<file path="src/rtl/biquad_pkg.sv">
// Shared types and constants for the biquad sequencer: FSM states, tap selects, default widths.
package biquad_pkg;

  localparam int DATA_W_DEF = 32;
  localparam int COEF_W_DEF = 18;
  localparam int FRAC_W_DEF = 16;
  localparam int ACC_W_DEF  = 56;

  localparam longint ROUND_HALF = 64'sd1 <<< (FRAC_W_DEF - 1);

  typedef enum logic [2:0] {
    ST_IDLE,
    ST_LOAD,
    ST_TAP_SET,
    ST_TAP_MAC,
    ST_ROUND,
    ST_COMMIT
  } state_t;

  localparam logic [2:0] TAP_X0 = 3'd0;
  localparam logic [2:0] TAP_X1 = 3'd1;
  localparam logic [2:0] TAP_X2 = 3'd2;
  localparam logic [2:0] TAP_Y1 = 3'd3;
  localparam logic [2:0] TAP_Y2 = 3'd4;

endpackage

</file>
<file path="src/rtl/biquad_round_sat.sv">
// Round-half-up, shift out FRAC_W fractional bits, reduce to DATA_W (combinational).
// IIR_BIQUAD_SAT_EN defined: clamp to the signed DATA_W range; undefined: two's-complement wrap.
module biquad_round_sat #(
  parameter int ACC_W  = 56,
  parameter int DATA_W = 32,
  parameter int FRAC_W = 16
) (
  input  logic signed [ACC_W-1:0]  acc,
  output logic        [DATA_W-1:0] result
);
  localparam int QW = ACC_W - FRAC_W;
  localparam logic signed [ACC_W-1:0] HALF = {{(ACC_W-1){1'b0}}, 1'b1} << (FRAC_W - 1);

  logic signed [ACC_W-1:0] rounded;
  logic signed [QW-1:0]    q;
  logic                    unused_bits;

  assign rounded = acc + HALF;
  // taking the upper bits is the arithmetic shift right by FRAC_W
  assign q = rounded[ACC_W-1:FRAC_W];

`ifdef IIR_BIQUAD_SAT_EN
  localparam logic signed [QW-1:0] MAX_V = {{(QW-DATA_W+1){1'b0}}, {(DATA_W-1){1'b1}}};
  localparam logic signed [QW-1:0] MIN_V = ~MAX_V;

  always_comb begin
    result = q[DATA_W-1:0];
    if (q > MAX_V)
      result = {1'b0, {(DATA_W-1){1'b1}}};
    else if (q < MIN_V)
      result = {1'b1, {(DATA_W-1){1'b0}}};
  end

  assign unused_bits = ^rounded[FRAC_W-1:0];
`else
  assign result      = q[DATA_W-1:0];
  assign unused_bits = ^{rounded[FRAC_W-1:0], q[QW-1:DATA_W]};
`endif

endmodule

</file>
<file path="src/rtl/iir_biquad_mac_seq.sv">
// Direct-form-I biquad: one shared multiplier walks the five memory taps per sample.
// Accept-to-y_valid is 12 cycles, one sample per 14; x_ready stays low while busy.
module iir_biquad_mac_seq
  import biquad_pkg::*;
#(
  parameter int DATA_W = DATA_W_DEF,
  parameter int COEF_W = COEF_W_DEF,
  parameter int FRAC_W = FRAC_W_DEF,
  parameter int ACC_W  = ACC_W_DEF
) (
  input  logic              clk,
  input  logic              reset,
  input  logic [DATA_W-1:0] x_in,
  input  logic              x_valid,
  output logic              x_ready,
  input  logic [COEF_W-1:0] b0,
  input  logic [COEF_W-1:0] b1,
  input  logic [COEF_W-1:0] b2,
  input  logic [COEF_W-1:0] a1,
  input  logic [COEF_W-1:0] a2,
  input  logic [DATA_W-1:0] mem_out,
  output logic [2:0]        mem_dir,
  output logic [DATA_W-1:0] mem_x,
  output logic [DATA_W-1:0] mem_y,
  output logic              mem_x_enable,
  output logic              mem_y_enable,
  output logic [DATA_W-1:0] y_out,
  output logic              y_valid,
  output logic              busy
);
  localparam int PROD_W = DATA_W + COEF_W;

  state_t                   state, state_n;
  logic [2:0]               tap;
  logic signed [COEF_W-1:0] coef [5];
  logic signed [COEF_W-1:0] coef_sel;
  logic signed [ACC_W-1:0]  acc;
  logic signed [PROD_W-1:0] prod;
  logic signed [ACC_W-1:0]  prod_ext;
  logic [DATA_W-1:0]        result;

  always_ff @(posedge clk or posedge reset) begin
    if (reset) state <= ST_IDLE;
    else       state <= state_n;
  end

  always_comb begin
    state_n      = state;
    x_ready      = 1'b0;
    mem_x_enable = 1'b0;
    mem_y_enable = 1'b0;
    y_valid      = 1'b0;
    busy         = 1'b1;
    mem_dir      = TAP_X0;
    case (state)
      ST_IDLE: begin
        busy    = 1'b0;
        x_ready = ~reset;
        if (x_valid) state_n = ST_LOAD;
      end
      ST_LOAD: begin
        mem_x_enable = 1'b1;
        state_n      = ST_TAP_SET;
      end
      // the set cycle lets the memory's registered taps settle before the MAC samples them
      ST_TAP_SET: begin
        mem_dir = tap;
        state_n = ST_TAP_MAC;
      end
      ST_TAP_MAC: begin
        mem_dir = tap;
        state_n = (tap == TAP_Y2) ? ST_ROUND : ST_TAP_SET;
      end
      ST_ROUND: state_n = ST_COMMIT;
      ST_COMMIT: begin
        mem_y_enable = 1'b1;
        y_valid      = 1'b1;
        state_n      = ST_IDLE;
      end
      default: state_n = ST_IDLE;
    endcase
  end

  always_comb begin
    coef_sel = '0;
    case (tap)
      TAP_X0:  coef_sel = coef[0];
      TAP_X1:  coef_sel = coef[1];
      TAP_X2:  coef_sel = coef[2];
      TAP_Y1:  coef_sel = coef[3];
      TAP_Y2:  coef_sel = coef[4];
      default: coef_sel = '0;
    endcase
  end

  assign prod     = coef_sel * $signed(mem_out);
  assign prod_ext = {{(ACC_W-PROD_W){prod[PROD_W-1]}}, prod};

  always_ff @(posedge clk or posedge reset) begin
    if (reset) begin
      tap   <= TAP_X0;
      acc   <= '0;
      mem_x <= '0;
      mem_y <= '0;
      y_out <= '0;
      for (int i = 0; i < 5; i++) coef[i] <= '0;
    end else begin
      case (state)
        ST_IDLE: if (x_valid) begin
          mem_x   <= x_in;
          coef[0] <= $signed(b0);
          coef[1] <= $signed(b1);
          coef[2] <= $signed(b2);
          coef[3] <= $signed(a1);
          coef[4] <= $signed(a2);
          acc     <= '0;
        end
        ST_LOAD: tap <= TAP_X0;
        // feed-forward taps add, feedback taps subtract
        ST_TAP_MAC: begin
          acc <= (tap <= TAP_X2) ? acc + prod_ext : acc - prod_ext;
          tap <= tap + 3'd1;
        end
        ST_ROUND: begin
          mem_y <= result;
          y_out <= result;
        end
        default: ;
      endcase
    end
  end

  biquad_round_sat #(
    .ACC_W (ACC_W),
    .DATA_W(DATA_W),
    .FRAC_W(FRAC_W)
  ) u_round (
    .acc   (acc),
    .result(result)
  );

endmodule

</file>
<file path="config.mk">
export PLATFORM = sky130hd
export DESIGN_NAME = iir_biquad_mac_seq
export DESIGN_NICKNAME = d
export VERILOG_FILES = /design/src/rtl/biquad_pkg.sv /design/src/rtl/biquad_round_sat.sv /design/src/rtl/iir_biquad_mac_seq.sv
export SDC_FILE = /design/constraint.sdc
export NUM_CORES = 2
export LEC_CHECK = 0
export CORE_ASPECT_RATIO = 0.75
export CORE_MARGIN = 4
export CORE_UTILIZATION = 43
export DETAILED_ROUTE_END_ITERATION = 7
export PLACE_DENSITY_LB_ADDON = 0.2
export SYNTH_ARGS = -nofsm -noshare
export SYNTH_HDL_FRONTEND = slang
export SYNTH_SLANG_ARGS = --single-unit
</file>
<file path="constraint.sdc">
create_clock -name clk -period 23.2 [get_ports clk]
set_input_delay 4.64 -clock clk [delete_from_list [all_inputs] [get_ports clk]]
set_output_delay 4.64 -clock clk [all_outputs]
set_load 0.01 [all_outputs]
</file>
==> impl_summary.md <==
Cells and area
Compared with the post-synthesis result, the final layout area differs by 12.31%. The final layout contains ~4500 nets. The layout has between 7000 and 8000 filler cells. In the final layout, the share of cells above drive strength 1 is 0.07031. Excluding fillers, the count of instances in the completed layout stands at 4627.

Floorplan
The number of primary I/O pins is approximately 260. The initial utilization of the core area, before any placement, comes to 0.4363. In this run the standard cell core region covers around 74000 um2. The die is ~320 um wide. The floorplan step defined a die boundary enclosing between 70000 and 80000 um2. From bottom edge to top edge, the die measures about 250 um. The row count is between 80 and 90.

Placed design
The placed wire-length estimate after detailed placement is around 65 mm. The final estimated routing congestion in global placement is 0.8626. Port buffering added 260 buffers. The placed cell count is between 4000 and 5000.

Worst hold path
The worst hold path belongs to the class flop to flop.

Yosys
The xor and xnor fraction of the mapped netlist area is 0.04759. Of the post-synthesis cell area, the part taken by muxes is 0.04433. The post-synthesis sequential area ratio is 0.1616. Of the total synthesized cell area, the portion taken by AND, OR, NAND and NOR gates is 0.1450. The number of instances in the synthesized netlist is 3532. The fraction of registers with async set or reset after synthesis is 1.000. The number of nets handed over by synthesis was 4401. The number of warning messages in the yosys log is 0. The summed instance area of the synthesized netlist is approximately 32000 um2. Yosys mapped a number of flops with a built-in enable equal to 0. The prevailing post-synth register cell is dfrtp_1. The synthesized netlist contains 84 unique library cells.

The area fraction in compound gates after synthesis is 0.09414. The share of synthesized cell area in full adder, half adder and majority cells is 0.4025. Counting flops and latches in the post-synthesis netlist gives ~210. The mean area per synthesized cell is 9.118 um2. The dominant combinational cell family by area after synthesis is adder cells.

Setup path
STA puts the critical path data arrival time at roughly 15 ns. The highest cell delay on the worst timing path is about 1 ns. The required time at the endpoint of the critical path is ~24 ns. The family with the most delay on the worst path is adder cells.

The worst path buffer plus inverter count is 5. STA classifies the critical path endpoint as a flop. The critical-path cell with the highest stage delay is clkdlybuf4s50_1.

The cell repeated most along the worst path is fa_1. The startpoint type of the worst setup path is an input pin. The maximum fanout along the worst path is 18. The kind of critical path is input pin to flop.

Job
The max-capacitance violation count is 0.

Route
The number of vias in the routed layout is 23940. The detailed router put a total of roughly 37 mm of wire on met1. In the routed design, unresolved DRC markers number 0. The number of iterations in the first detailed-routing pass is 5. The ratio of routed vias to standard cells is roughly 5.2. After detailed routing, no signal wire sits above met5. The violation count after the first detailed-route iteration is ~1400.

After detailed routing, the total wire length is approximately 82 mm. The met3 wire length is ~4.5 mm. The wire length per cell after detailed routing is ~18 um.

In this run the remaining antenna-violating nets after routing total 0. The met2 wire length is 39.02 mm.

STA
The number of pins with negative max-slew slack in the final report was 0. The worst pin sits at a relative slew slack of 0.2388. In the finished design, the share of the clock period the worst path needs comes to 0.6411. The count of endpoints failing hold in the final timing report came to 0. The smallest hold slack is a little over 0.5 ns.

Summed over all failing endpoints, the final setup total negative slack is 0 ns. Setup repair after global routing left no endpoint under its margin. The clock tree skew after final layout is 0.03308 ns. The time the worst path needs with I/O delays and setup is 14.87 ns.

Setup violations remaining at the end of the flow were counted as 0. Static timing analysis puts the maximum clock frequency at between 60 and 70 MHz. At the pin with the least slew margin, the transition time is about 1.1 ns.

GRT
The total track usage is 0.2122. The sum of overflow across all layers after global routing is 0. The number of antenna violations at the first check in global routing was 11. The via count of the first global-routing pass came to about 25000.

Entering global routing, the biggest net connects between 100 and 150 pins. The first-pass GRT wire length is approximately 140 mm.

Clock network
The post-cts hold buffer count is 0. The buffer count from post-CTS setup fixing is 0. The number of gates resized after CTS was 0. In this run the number of H-tree levels came out at 1. TritonCTS created 22 clock buffers.

The longest clock path from root to sink contains 3 buffers. The number of clock sinks seen by CTS is 208. The CTS tree is done.

The tree is rooted in a clkbuf_16. The worst-skew pair later-pin latency is 0.55 ns. Clock-pin slew was measured on the worst setup and hold paths at 0.06 ns.

Status
The run finished with clean final reports.
## flip-flops by register name, indices dropped and copies added, names as in the netlist
name   cells
state      3
coef      90
mem_x     32
tap        3
acc       48
y_out     32
## worst paths after layout
kind	start	end	slack, ns	depth (start not counted)
setup / recovery	mem_out[9]	acc[47]	8.33	35
hold / removal	coef[79]	coef[79]	0.51	1
setup reg to reg	tap[1]	acc[47]	10.67	40
hold reg to reg	coef[79]	coef[79]	0.51	1
max in group asynchronous	reset	coef[21]	16.89	3
min in group asynchronous	reset	mem_x[1]	4.72	2
## layout make-up
cell class / instances / area (um2) / area share
timing repair buffer: 295 / 2865 / 0.07922
clock buffer: 24 / 568.0 / 0.01571
inverter: 634 / 2387 / 0.06601
multi-input combinational: 2478 / 23690 / 0.6551
antenna: 4 / 10.01 / 0.0002768
sequential: 208 / 5205 / 0.1439
tap: 968 / 1211 / 0.03349
clock inverter: 16 / 226.5 / 0.006262
## Yosys cell counts (all sizes together) (7+ instances only)
master | count | area (um2)
and3 | 19 | 130.1
a211oi | 19 | 147.6
buf | 74 | 470.5
xor2 | 79 | 691.9
ha | 172 | 2152
dfrtp | 208 | 5205
mux2 | 125 | 1408
nor3 | 32 | 176.4
nand3 | 42 | 210.2
xnor2 | 96 | 840.8
fa | 540 | 10810
o22ai | 43 | 269.0
clkbuf | 137 | 514.2
o21a | 11 | 82.58
nand2 | 514 | 1937
nand4 | 24 | 150.1
o211ai | 13 | 102.6
a22oi | 30 | 230.2
a21o | 36 | 271.5
nor2b | 13 | 81.33
o31ai | 10 | 80.07
a31oi | 14 | 87.58
or2 | 19 | 118.9
and2 | 180 | 1126
a222oi | 7 | 70.07
a21oi | 136 | 695.7
inv | 634 | 2380
nand2b | 14 | 87.58
o21bai | 16 | 120.1
o21ai | 79 | 410.4
nor2 | 123 | 469.2
## routing by layer
layer,up-vias,GRT usage
met4,12,0.03145
met3,96,0.03965
li1,11240,-
met5,-,0
met1,12070,0.2999
met2,520,0.3488
## cell usage in the layout, fill, tap and decap left out, types with 22 or more instances in the layout
cell / count
inv_1: 633
fa_1: 540
nand2_1: 512
clkdlybuf4s50_1: 260
dfrtp_1: 208
and2_1: 178
ha_1: 172
a21oi_1: 131
mux2_2: 125
nor2_1: 121
xnor2_1: 96
xor2_1: 79
o21ai_0: 65
o22ai_1: 43
nand3_1: 40
a21o_1: 35
buf_4: 35
nor3_1: 30
a22oi_1: 29
nand4_1: 24
clkbuf_16: 22
## stage by stage
step	cell area, um2	utilization	setup WS (ns)
4_1_cts	36160	0.4898	8.451
3_5_place_dp	35360	0.4791	7.898
5_1_grt	36160	0.4899	7.586
6_report	36170	0.4900	8.327
2_1_floorplan	32200	-	9.487
3_3_place_gp	35360	0.4791	8.159
## cell families (layout without fill, tap and decap cells)
group,Yosys count,count (layout)
DFF,208,208
xor gates and xnor gates,175,175
and+or+nand+nor,1003,1003
other,0,4
buffers and inverters,846,969
muxes,127,127
AOI/OAI and AO/OA,461,461
adders and majority gates,712,712
Power is not shown: default switching activity piles up to over one toggle a cycle in this logic, so the estimate is an artifact.
